## src/rtl/mem_access_stage.sv

```systemverilog
`default_nettype none
// ============================================================================
// Module   : mem_access_stage
// Brief    : Byte-serial scalar/vector load-store unit over an internal
//            byte-wide data memory. It stalls upstream while it is busy.
// Revision : 1.0 - initial release
// ============================================================================
module mem_access_stage #(
    parameter int MEMO_LINES = 64,
    parameter int REGI_SIZE  = 16,
    parameter int VECT_SIZE  = 8,
    parameter int ELEM_SIZE  = 8
) (
    input  logic                           clk_i,
    input  logic                           rst_i,
    input  logic [REGI_SIZE-1:0]           ialu_res_i,
    input  logic [REGI_SIZE-1:0]           iswa_res_i,
    input  logic [ELEM_SIZE*VECT_SIZE-1:0] vswa_res_i,
    input  logic                           enableMem_i,
    input  logic                           flagMemRead_i,
    input  logic                           flagMemWrite_i,
    input  logic                           vecOp_i,
    output logic                           stall_o,
    output logic                           valid_o,
    output logic [REGI_SIZE-1:0]           memData_o,
    output logic [ELEM_SIZE*VECT_SIZE-1:0] vmemData_o,
    output logic                           err_o
);

    localparam int ADDR_W     = $clog2(MEMO_LINES);
    localparam int VEC_W      = ELEM_SIZE * VECT_SIZE;
    localparam int SCAL_BEATS = REGI_SIZE / 8;
    localparam int MAX_BEATS  = (VECT_SIZE > SCAL_BEATS) ? VECT_SIZE : SCAL_BEATS;
    localparam int BEAT_W     = $clog2(MAX_BEATS + 1);
    localparam int DATA_W     = (VEC_W > REGI_SIZE) ? VEC_W : REGI_SIZE;

    localparam logic [BEAT_W-1:0] C_SCAL_LAST = BEAT_W'(SCAL_BEATS - 1);
    localparam logic [BEAT_W-1:0] C_VEC_LAST  = BEAT_W'(VECT_SIZE - 1);

    typedef enum logic [1:0] {
        S_IDLE   = 2'd0,
        S_ACCESS = 2'd1,
        S_DONE   = 2'd2
    } state_t;

    state_t              r_state;
    state_t              w_nextState;

    logic [7:0]          r_mem [MEMO_LINES];

    logic [ADDR_W-1:0]   r_base;
    logic                r_isWrite;
    logic                r_isVec;
    logic [DATA_W-1:0]   r_wrData;
    logic [BEAT_W-1:0]   r_beat;
    logic                r_stall;
    logic                r_valid;
    logic                r_err;
    logic [REGI_SIZE-1:0] r_memData;
    logic [VEC_W-1:0]    r_vmemData;

    logic                w_req;
    logic                w_illegal;
    logic                w_lastBeat;
    logic [ADDR_W-1:0]   w_addr;
    logic [7:0]          w_rdByte;
    logic                w_wen;
    logic                w_unused;

    assign w_req      = enableMem_i && (flagMemRead_i ^ flagMemWrite_i);
    assign w_illegal  = enableMem_i && flagMemRead_i && flagMemWrite_i;
    assign w_lastBeat = (r_beat == (r_isVec ? C_VEC_LAST : C_SCAL_LAST));
    // Address arithmetic in ADDR_W bits gives the wrap at the top of memory.
    assign w_addr     = r_base + ADDR_W'(r_beat);
    assign w_rdByte   = r_mem[w_addr];
    assign w_wen      = !rst_i && (r_state == S_ACCESS) && r_isWrite;
    assign w_unused   = &{1'b0, ialu_res_i[REGI_SIZE-1:ADDR_W]};

    always_ff @(posedge clk_i) begin
        if (rst_i) begin
            r_state <= S_IDLE;
        end else begin
            r_state <= w_nextState;
        end
    end

    always_comb begin
        w_nextState = r_state;
        case (r_state)
            S_IDLE:   if (w_req)      w_nextState = S_ACCESS;
            S_ACCESS: if (w_lastBeat) w_nextState = S_DONE;
            S_DONE:                   w_nextState = S_IDLE;
            default:                  w_nextState = S_IDLE;
        endcase
    end

    always_ff @(posedge clk_i) begin
        if (rst_i) begin
            r_base     <= '0;
            r_isWrite  <= 1'b0;
            r_isVec    <= 1'b0;
            r_wrData   <= '0;
            r_beat     <= '0;
            r_stall    <= 1'b0;
            r_valid    <= 1'b0;
            r_err      <= 1'b0;
            r_memData  <= '0;
            r_vmemData <= '0;
        end else begin
            r_stall <= (w_nextState == S_ACCESS);
            r_valid <= (w_nextState == S_DONE);
            r_err   <= (r_state == S_IDLE) && w_illegal;
            case (r_state)
                S_IDLE: begin
                    if (w_req) begin
                        r_base    <= ialu_res_i[ADDR_W-1:0];
                        r_isWrite <= flagMemWrite_i;
                        r_isVec   <= vecOp_i;
                        r_wrData  <= vecOp_i ? DATA_W'(vswa_res_i) : DATA_W'(iswa_res_i);
                        r_beat    <= '0;
                    end
                end
                S_ACCESS: begin
                    // Store data and load results both move one byte per beat,
                    // little-endian, so everything is a plain byte shift.
                    r_beat   <= r_beat + BEAT_W'(1);
                    r_wrData <= r_wrData >> 8;
                    if (!r_isWrite) begin
                        if (r_isVec) begin
                            r_vmemData <= (r_vmemData >> 8) | (VEC_W'(w_rdByte) << (VEC_W - 8));
                        end else begin
                            r_memData <= (r_memData >> 8) | (REGI_SIZE'(w_rdByte) << (REGI_SIZE - 8));
                        end
                    end
                end
                default: ;
            endcase
        end
    end

    // Memory contents survive reset; only the write of the reset cycle is dropped.
    always_ff @(posedge clk_i) begin
        if (w_wen) begin
            r_mem[w_addr] <= r_wrData[7:0];
        end
    end

    assign stall_o    = r_stall;
    assign valid_o    = r_valid;
    assign err_o      = r_err;
    assign memData_o  = r_memData;
    assign vmemData_o = r_vmemData;

endmodule
`default_nettype wire

```

## config.mk

```make
export PLATFORM = sky130hd
export DESIGN_NAME = mem_access_stage
export DESIGN_NICKNAME = d
export VERILOG_FILES = /design/src/rtl/mem_access_stage.sv
export SDC_FILE = /design/constraint.sdc
export NUM_CORES = 1
export LEC_CHECK = 0
export ABC_AREA = 1
export BUFFER_PORTS_ARGS = -buffer_cell sky130_fd_sc_hd__clkbuf_2
export CORE_MARGIN = 2
export CORE_UTILIZATION = 55
export DETAILED_ROUTE_END_ITERATION = 16
export HOLD_SLACK_MARGIN = 0.08
export PLACE_DENSITY = 0.73
export SKIP_CTS_REPAIR_TIMING = 1
export SLEW_MARGIN = 20
export SYNTH_ARGS = -nofsm -noshare
export SYNTH_HDL_FRONTEND = slang
export SYNTH_SLANG_ARGS = --single-unit
```

## constraint.sdc

```tcl
create_clock -name clk_i -period 3.1 [get_ports clk_i]
set_input_delay 0.31 -clock clk_i [delete_from_list [all_inputs] [get_ports clk_i]]
set_output_delay 0.31 -clock clk_i [all_outputs]
set_load 0.005 [all_outputs]
```

Word-level counts from Yosys, hierarchy flattened
Memory sizes are Yosys's and may differ from the RTL's. Index checks and enable logic that the tools add are counted.

Register bits after elaboration: 161. Logic and storage cells: 48. Bits of input ports: 102. Memories kept: 1. RAM bits: 512.

Memories: r_mem (words 64, width 8, read ports 1, clocked after memory_dff 0, wr ports 1, RTL line 49) `logic [7:0] r_mem [MEMO_LINES];`.

Muxes and demuxes: 11. Bitwise logic cells: 5. Reduce and logical (&&, ||, !) cells: 13. $add $sub $neg: 2. Equality and inequality tests: 5.

Operators by type and width (count): $mux 64 (2); $pmux 64 s2 (1); $or 56x64->64 (1); $or 8x16->16 (1); $pmux 4 s2 (1); $add 6x4->6 (1); $logic_and 1x1->1 (6); $reduce_and 3->1 (2); $add 4x1->4 const B (1); $eq 2x1->1 const B (2); $eq 4x3->1 (1); $mux 2 (2); $mux 4 (1); $pmux 2 s2 (1); $reduce_and 2->1 (2); $mux 3 (1); $eq 2x2->1 const B (1); $logic_not 2->1 (1); $mux 1 (2); $ne 2x2->1 const B (1); $not 1->1 (2); $reduce_bool 2->1 (1); $logic_not 1->1 (1); $xor 1x1->1 (1).

Longest topological paths before layout
Gate-level depths: netlist of run 1.

Depth in word-level cells: 5. Depth in mapped cells: 17. Mapped depth without buffers: 14.

Least setup slack after synthesis of run 1
No wires, ideal clock.

Kind: reg-to-reg. Start: reg r_beat[0]. End: mem r_mem[14][0], enable pin. Stages on the path, launching flop included: 10. Required time: 2.730 ns. Setup slack: 0.456 ns. Clock period less this slack: 2.644 ns. Arrival time: 2.274 ns. Setup time: 0.370 ns. Path buffers: 2. Cells stage by stage: dfxtp_1 ha_1 fa_1 xor2_2 inv_2 buf_2 buf_2 nor2_1 nand2_1 nor2_1.

Word-level cells in the longest chain between the ends: 1.

Ends and longest elaborated chain: start: declaration (RTL line 55) `logic [BEAT_W-1:0] r_beat;`; start signal: assignment (RTL line 126) `r_beat <= r_beat + BEAT_W'(1);`; $add 6x4->6 (RTL line 74) `assign w_addr = r_base + ADDR_W'(r_beat);`; end: declaration (RTL line 49).

No other way between the ends.

Final worst setup path of run 1
Start: reg r_beat[0]. End: mem r_mem[23][0], enable pin.

The elaborated chain is that of the path after synthesis.

==> impl_table.tex, run 1 <==
\begin{tabular}{lr}
\hline
Metric & Value \\
\hline
\multicolumn{2}{l}{\textbf{Clocking}} \\
TritonCTS sink count & just under 700 \\
CTS Buf Count & 68 \\
Buffer type at the clock tree root & sky130\_fd\_sc\_hd\_\_clkbuf\_16 \\
Worst-Skew Late Latency & 0.61 ns \\
CTS tree & done \\
H-tree Lvls & 3 \\
Clock transition at path regs & 0.06 ns \\
Max Root-Sink Buffers & 3 \\
\multicolumn{2}{l}{\textbf{Pwr}} \\
IR Drop Worst-Case VDD & 0.0003866 V \\
Static leakage power & 14.01 nW \\
Pwr/cell area & approximately 650 nW/um2 \\
\multicolumn{2}{l}{\textbf{GRT}} \\
Global-route usage over all layers & 0.2622 \\
Final global-route overflow total & 0 \\
Number of antenna violations at the first check in global routing & 0 \\
Global-route wire length before repair & around 110000 um \\
Via count of the first global-routing pass & roughly 20000 \\
Pin count of the biggest net entering global routing & 127 \\
\multicolumn{2}{l}{\textbf{Die}} \\
Row Count & between 80 and 90 \\
Die Wd & 229.7 um \\
Overall die height & around 230 um \\
Io pins & approximately 190 \\
Starting Density & 0.5573 \\
Core area & between 50000 and 60000 um2 \\
Die area & 52760 um2 \\
\multicolumn{2}{l}{\textbf{Worst setup path}} \\
Critical Path Sink Type & flip-flop \\
Crit Path Max Fanout & 43 \\
Worst setup path category & reg -> reg \\
Signal arrival time at the worst endpoint & roughly 3.4 ns \\
Type of element launching the critical path & flip-flop \\
Endpoint required time on the critical path & 3.41 ns \\
\multicolumn{2}{l}{\textbf{STA}} \\
Max-slew violations & 0 \\
Final setup slack of the worst path & -0.02340 ns \\
Fraction of the cycle the final worst path needs & 1.008 \\
Fmax & 320.2 MHz \\
Hold Worst Slack & roughly 0.042 ns \\
Worst-case clock skew & 0.01815 ns \\
Pin slew with the least headroom to its limit & roughly 1.0 ns \\
Setup-violating endpoint count in the final report & 8 \\
Min Clock Period, post-route & roughly 3.1 ns \\
Endpoints failing hold & 0 \\
Rel. slew slack & 0.3078 \\
Unrepaired setup endpoints after global routing & yes \\
\multicolumn{2}{l}{\textbf{Synth}} \\
Number of warning messages in the yosys log & 0 \\
Proportion of synthesized chip area in sequential cells & 0.6638 \\
Most used flip-flop cell after synthesis & sky130\_fd\_sc\_hd\_\_edfxtp\_1 \\
Post-synthesis net count & 3097 \\
Cell accounting for the most synthesized area & sky130\_fd\_sc\_hd\_\_edfxtp\_1 \\
Most frequent cell after synthesis & sky130\_fd\_sc\_hd\_\_nand2\_1 \\
Top cells by count, synth & sky130\_fd\_sc\_hd\_\_nand2\_1 (1571), sky130\_fd\_sc\_hd\_\_edfxtp\_1 (512), sky130\_fd\_sc\_hd\_\_nor2\_1 (272), sky130\_fd\_sc\_hd\_\_dfxtp\_1 (161), sky130\_fd\_sc\_hd\_\_o21ai\_0 (107) \\
Post-synthesis register bit count & about 670 \\
Mean instance size in the synthesized netlist & between 9 and 10 um2 \\
Top cells by area in the synthesized netlist & sky130\_fd\_sc\_hd\_\_edfxtp\_1 (55\%), sky130\_fd\_sc\_hd\_\_nand2\_1 (21\%), sky130\_fd\_sc\_hd\_\_dfxtp\_1 (12\%), sky130\_fd\_sc\_hd\_\_nor2\_1 (3.6\%), sky130\_fd\_sc\_hd\_\_o21ai\_0 (1.9\%) \\
Number of flops mapped to enable cells by yosys & 512 \\
Cell area after synthesis & roughly 28000 um2 \\
Fraction of registers with async set or reset after synthesis & 0 \\
Top cell type's share of synthesized area & 0.5487 \\
Number of different library cells in the post-synthesis netlist & 30 \\
Gate count of the mapped netlist & about 3000 \\
\multicolumn{2}{l}{\textbf{Layout}} \\
Multi-input gate area in the final layout & roughly 8600 um2 \\
Register Area & approximately 19000 um2 \\
Diode insertion count for antenna repair & 0 \\
Number of nets in the layout & 3359 \\
Fraction of layout cells with a size suffix above 1 & 0.1285 \\
Final Instance Count excl. Fillers & around 4000 \\
Number of fill cells & a little under 4000 \\
Utilization after layout & 0.6530 \\
Layout-stage area growth over the synthesis result & 17.17\% \\
\multicolumn{2}{l}{\textbf{Placed design}} \\
Buffers on Ports & 174 \\
Weighted congestion reported at the end of routability-driven placement & about 0.9 \\
HPWL after detailed placement & roughly 43000 um \\
Number of placed instances, taps included & 3795 \\
\multicolumn{2}{l}{\textbf{Status}} \\
Status & complete, but fails checks \\
Violations in the final reports & negative setup slack \\
\multicolumn{2}{l}{\textbf{Route}} \\
Routed via count & roughly 22000 \\
Antenna violation net count after detailed routing & 0 \\
Iter 0 DRT Violations & 2075 \\
Routed WL & roughly 71000 um \\
Ratio of routed vias to standard cells & between 5 and 6 \\
DR WL/cell & 17.98 um \\
DR pass1 iterations & 6 \\
DRC & 0 \\
\multicolumn{2}{l}{\textbf{Worst hold path}} \\
Class of the tightest hold or removal check & in -> reg \\
\multicolumn{2}{l}{\textbf{Flow run}} \\
Max-cap viol count & 0 \\
\hline
\end{tabular}
kinds of logic (layout without fill, tap and decap cells):
kind of cell,count (synthesis),count (layout),share of synthesized area
adder cells (fa/ha/maj),6,6,0.002947
flip-flops,673,673,0.6638
buffers and inverters,187,498,0.03041
AO/OA/AOI/OAI,198,198,0.03961
XOR/XNOR,4,4,0.001519
AND/OR/NAND/NOR,1921,1921,0.2617
power by group:
part           switching [W]  internal [W]
sequential          0.000270        0.0100
combinational        0.00230      0.000964
clock                0.00336       0.00448
cell type report:
| class | instances | share of cell area |
|---|---|---|
| Clock inverter | 26 | 0.006098 |
| Timing Repair Buffer | 355 | 0.07730 |
| Clock buffer | 93 | 0.05812 |
| Inverter | 24 | 0.002973 |
| Sequential cell | 673 | 0.5670 |
| Tap cell | 672 | 0.02561 |
| Multi-Input combinational cell | 2129 | 0.2629 |
worst max-delay path, stage by stage, from the launching register on:
cell	delay [ns]
sky130_fd_sc_hd__dfxtp_1	0.39
sky130_fd_sc_hd__ha_4	0.21
sky130_fd_sc_hd__fa_4	0.88
sky130_fd_sc_hd__inv_4	0.08
sky130_fd_sc_hd__buf_12	0.19
sky130_fd_sc_hd__nor2_1	0.15
sky130_fd_sc_hd__nand2_1	0.42
sky130_fd_sc_hd__nor2_1	0.27
sky130_fd_sc_hd__buf_4	0.22
sequential cells by signal, indices dropped and copies added (netlist names):
name	flops
r_base	6
r_mem	512
r_state	2
vmemData_o	64
valid_o	1
r_beat	4
r_isWrite	1
r_wrData	64
err_o	1
r_isVec	1
memData_o	16
stall_o	1
per-layer routing:
layer / vias to the layer above / wire, um / track usage
met5: - / 0 / 0
met4: 0 / 2832 / 0.1123
met3: 190 / 5744 / 0.04266
met2: 935 / 34280 / 0.4264
met1: 10200 / 28550 / 0.3518
li1: 10270 / - / -
metrics by stage:
stage	area [um2]	power, W	setup WS [ns]	setup TNS, ns
3_5_place_dp	30120	0.01362	0.04787	0
3_3_place_gp	30120	0.01355	0.09759	0
6_report	32830	0.02141	-0.02340	-0.1139
5_1_grt	32830	0.02224	-0.1533	-10.40
4_1_cts	32220	0.02140	-0.006876	-0.01992
2_1_floorplan	28020	0.01246	0.4557	0
final timing paths:
kind | depth (start not counted) | endpoint | from | slack, ns
hold reg to reg | 2 | r_wrData[62] | r_wrData[62] | 0.47
setup reg to reg | 8 | r_mem[23][0] | r_beat[0] | -0.02
hold / removal | 3 | r_wrData[6] | vswa_res_i[6] | 0.04
setup / recovery | 8 | r_mem[23][0] | r_beat[0] | -0.02
cells in the final DEF (no fill, tap or decap), types with 5 or more instances in the layout:
cell | synthesis | routed
sky130_fd_sc_hd__nand2_1 | 1571 | 1571
sky130_fd_sc_hd__inv_2 | 7 | 7
sky130_fd_sc_hd__clkbuf_1 | 68 | 16
sky130_fd_sc_hd__a31oi_1 | 38 | 38
sky130_fd_sc_hd__edfxtp_1 | 512 | 512
sky130_fd_sc_hd__dfxtp_1 | 161 | 153
sky130_fd_sc_hd__a311oi_1 | 16 | 16
sky130_fd_sc_hd__dfxtp_2 | 0 | 6
sky130_fd_sc_hd__clkbuf_16 | 0 | 70
sky130_fd_sc_hd__o21ai_0 | 107 | 107
sky130_fd_sc_hd__buf_12 | 0 | 13
sky130_fd_sc_hd__nor2_1 | 272 | 270
sky130_fd_sc_hd__clkinv_2 | 0 | 10
sky130_fd_sc_hd__clkbuf_8 | 0 | 7
sky130_fd_sc_hd__clkbuf_2 | 0 | 174
sky130_fd_sc_hd__inv_6 | 0 | 5
sky130_fd_sc_hd__nand3_1 | 60 | 60
sky130_fd_sc_hd__a21oi_1 | 34 | 34
sky130_fd_sc_hd__buf_4 | 12 | 110
sky130_fd_sc_hd__clkinv_1 | 0 | 8
sky130_fd_sc_hd__dlygate4sd3_1 | 0 | 58
sky130_fd_sc_hd__inv_1 | 17 | 15
Note: power is estimated with default switching activity, not from simulation.
==> run 2, diff against run 1 <==
REMOVE_ABC_BUFFERS = 1   (was not set)
==> impl_table.tex, run 2 (synthesized netlist as in run 1, its figures left out) <==
\begin{tabular}{lr}
\hline
Metric & Value \\
\hline
\multicolumn{2}{l}{\textbf{Clocking}} \\
Max Root-Sink Buffers & 3 (unchanged) \\
H-tree Lvls & 3 (unchanged) \\
CTS tree & done (unchanged) \\
Clock transition at path regs & 0.06 ns (about the same) \\
CTS Buf Count & 68 (unchanged) \\
Buffer type at the clock tree root & sky130\_fd\_sc\_hd\_\_clkbuf\_16 (unchanged) \\
Worst-Skew Late Latency & 0.61 ns (about the same) \\
TritonCTS sink count & 673 (unchanged) \\
\multicolumn{2}{l}{\textbf{GRT}} \\
Global-route wire length before repair & 107400 um (was 108300 um) \\
Final global-route overflow total & 0 (unchanged) \\
Number of antenna violations at the first check in global routing & 0 (unchanged) \\
Pin count of the biggest net entering global routing & 208 (was 127) \\
Global-route usage over all layers & 0.2585 (was 0.2622) \\
Via count of the first global-routing pass & 20230 (was 20380) \\
\multicolumn{2}{l}{\textbf{Layout}} \\
Fraction of layout cells with a size suffix above 1 & 0.1264 (was 0.1285) \\
Most common library cell in the layout ignoring fill and taps & sky130\_fd\_sc\_hd\_\_nand2\_1 (unchanged) \\
Number of fill cells & 3873 (was 3886) \\
Multi-input gate area in the final layout & 8618 um2 (was 8631 um2) \\
Finished Cell Area & 32850 um2 (was 32830 um2) \\
Number of nets in the layout & 3356 (was 3359) \\
Layout-stage area growth over the synthesis result & 17.23\% (was 17.17\%) \\
Max reg flops & 512 (unchanged) \\
Highest-count cells in the layout ignoring fill and taps & sky130\_fd\_sc\_hd\_\_nand2\_1 (1571), sky130\_fd\_sc\_hd\_\_edfxtp\_1 (512), sky130\_fd\_sc\_hd\_\_nor2\_1 (271) (was sky130\_fd\_sc\_hd\_\_nand2\_1 (1571), sky130\_fd\_sc\_hd\_\_edfxtp\_1 (512), sky130\_fd\_sc\_hd\_\_nor2\_1 (270)) \\
Register Area & 18610 um2 (about the same) \\
Register with the most flip-flops & r\_mem (unchanged) \\
\multicolumn{2}{l}{\textbf{Worst setup path}} \\
Capture instance of the worst register-to-register path & memData\_o[12] (was r\_mem[23][0]) \\
Crit path top cell by count & sky130\_fd\_sc\_hd\_\_nand2\_1 (was sky130\_fd\_sc\_hd\_\_nor2\_1) \\
Slack of the worst reg-to-reg path & 0.07 ns (was -0.02 ns) \\
Critical-path top delay cell & sky130\_fd\_sc\_hd\_\_clkinv\_2 (was sky130\_fd\_sc\_hd\_\_fa\_4) \\
Largest incremental delay on the critical path & 0.54 ns (was 0.88 ns) \\
Signal arrival time at the worst endpoint & 3.50 ns (was 3.43 ns) \\
Crit Path Max Fanout & 36 (was 43) \\
Path depth of the worst reg2reg path & 12 (was 8) \\
Launching point of the worst reg2reg path & r\_beat[2] (was r\_beat[0]) \\
Critical Path Sink Type & flip-flop (unchanged) \\
Type of element launching the critical path & flip-flop (unchanged) \\
Cell chain of the critical path & ha\_1 > or2\_1 > nand2\_1 > nand2\_1 > nand2\_2 > clkinv\_2 > nand2\_1 > nand2\_1 > nand2\_1 > nand2\_1 > nor2\_1 > a21oi\_1 (was ha\_4 > fa\_4 > inv\_4 > buf\_12 > nor2\_1 > nand2\_1 > nor2\_1 > buf\_4) \\
Cell class contributing the biggest share of worst-path delay & simple AND/OR/NAND/NOR gates (was adder cells) \\
Worst setup path category & reg -> reg (unchanged) \\
Critical path startpoint & r\_beat[2] (was r\_beat[0]) \\
Endpoint required time on the critical path & 3.57 ns (was 3.41 ns) \\
Number of buffer and inverter stages on the critical path & 1 (was 3) \\
\multicolumn{2}{l}{\textbf{Worst hold path}} \\
Class of the tightest hold or removal check & in -> reg (unchanged) \\
Hold Path Origin & vswa\_res\_i[6] (unchanged) \\
Hold path endpoint & r\_wrData[6] (unchanged) \\
Hold-critical path depth & 3 (unchanged) \\
\multicolumn{2}{l}{\textbf{STA}} \\
Endpoints failing hold & 0 (unchanged) \\
Min Clock Period, post-route & 3.028 ns (was 3.123 ns) \\
Worst-case clock skew & 0.02802 ns (was 0.01815 ns) \\
Fraction of the cycle the final worst path needs & 0.9769 (was 1.008) \\
Fmax & 330.2 MHz (was 320.2 MHz) \\
Unrepaired setup endpoints after global routing & no (was yes) \\
Setup-violating endpoint count in the final report & 0 (was 8) \\
Pin slew with the least headroom to its limit & 1.121 ns (was 1.038 ns) \\
Max-slew violations & 0 (unchanged) \\
Rel. slew slack & 0.2526 (was 0.3078) \\
\multicolumn{2}{l}{\textbf{Route}} \\
Antenna violation net count after detailed routing & 0 (unchanged) \\
DR pass1 iterations & 6 (unchanged) \\
Routed WL & 70010 um (was 71410 um) \\
DRC & 0 (unchanged) \\
Routed via count & 21510 (was 21600) \\
Iter 0 DRT Violations & 2257 (was 2075) \\
Ratio of routed vias to standard cells & 5.414 (was 5.438) \\
DR WL/cell & 17.62 um (was 17.98 um) \\
\multicolumn{2}{l}{\textbf{Placed design}} \\
HPWL after detailed placement & 40270 um (was 42770 um) \\
Post-Place Cell Area & 30040 um2 (was 30120 um2) \\
Buffers on Ports & 174 (unchanged) \\
Weighted congestion reported at the end of routability-driven placement & 0.8388 (was 0.9025) \\
\multicolumn{2}{l}{\textbf{Pwr}} \\
Pwr/cell area & 658.7 nW/um2 (was 652.3 nW/um2) \\
Total chip power & 0.02164 W (was 0.02141 W) \\
Static leakage power & 14.00 nW (was 14.01 nW) \\
IR Drop Worst-Case VDD & 0.0003868 V (was 0.0003866 V) \\
\multicolumn{2}{l}{\textbf{Die}} \\
Die Wd & 229.7 um (unchanged) \\
Core area & 50270 um2 (unchanged) \\
Io pins & 185 (unchanged) \\
Row Count & 82 (unchanged) \\
Die area & 52760 um2 (unchanged) \\
Overall die height & 229.7 um (unchanged) \\
Starting Density & 0.5573 (unchanged) \\
\multicolumn{2}{l}{\textbf{Status}} \\
Status & complete, no violations (was complete, but fails checks) \\
\multicolumn{2}{l}{\textbf{Flow run}} \\
Max-cap viol count & 0 (unchanged) \\
\hline
\end{tabular}
## run 2: cell count changes in the layout (fill, tap and decap cells not counted), sizes merged
cell,previous run,this run
buf,123,119
diode,0,2
dlygate4sd3,58,59
clkinv,20,16
bufinv,2,6
clkbuf,267,270
## run 2: where the power goes
part           leakage, nW  internal, W  switching (W)  total (W)
registers             6.00       0.0100       0.000169     0.0102
logic                 6.92     0.000929        0.00234    0.00327
clock network         1.08      0.00482        0.00335    0.00817
## run 2: routing by layer
metal,wire [um],vias to the layer above,GRT usage
li1,-,10260,-
met1,28180,10240,0.3439
met2,34300,831,0.4350
met3,5163,189,0.04092
met4,2359,0,0.08871
met5,0,-,0
## run 2: metrics by stage
step	setup TNS (ns)	hold slack [ns]	cells	worst slack [ns]	util
final	0	0.06384	3974	0.07153	0.6534
after global routing	0	0.1056	3972	0.01051	0.6533
after CTS	0	-0.08093	3913	0.06225	0.6414
after detailed placement	0	0.4580	3791	0.08713	0.5974
after global placement	0	0.4497	3791	0.1349	0.5974
after floorplan	-2675.95	0.3791	2826	-6.500	-
## run 2: how the worst max path moves through the flow
stage	end	slack, ns	cells past startpoint
floorplan	r_mem[17][0]	-6.50	5
finish	memData_o[12]	0.07	12
global route	r_mem[18][3]	0.01	9
global placement	r_mem[18][7]	0.13	9
detailed placement	r_mem[63][4]	0.09	9
CTS	r_mem[63][1]	0.06	9
## run 2: worst register-to-register path: cells and delay by family (launching register included)
| family | cells | cell delay, ns |
|---|---|---|
| AND/OR/NAND/NOR | 9 | 1.46 |
| buffers and inverters | 1 | 0.54 |
| adder cells (fa/ha/maj) | 1 | 0.40 |
| flip-flops | 1 | 0.34 |
| AO/OA/AOI/OAI | 1 | 0.15 |
## run 2: final cells by class
type	count	area share
Tap cell	672	0.02560
Inverter	24	0.002971
Clock buffer	96	0.05820
Antenna cell	2	0.0001524
Multi-Input combinational cell	2129	0.2624
Timing Repair Buffer	352	0.07512
Clock inverter	26	0.009066
Sequential cell	673	0.5665
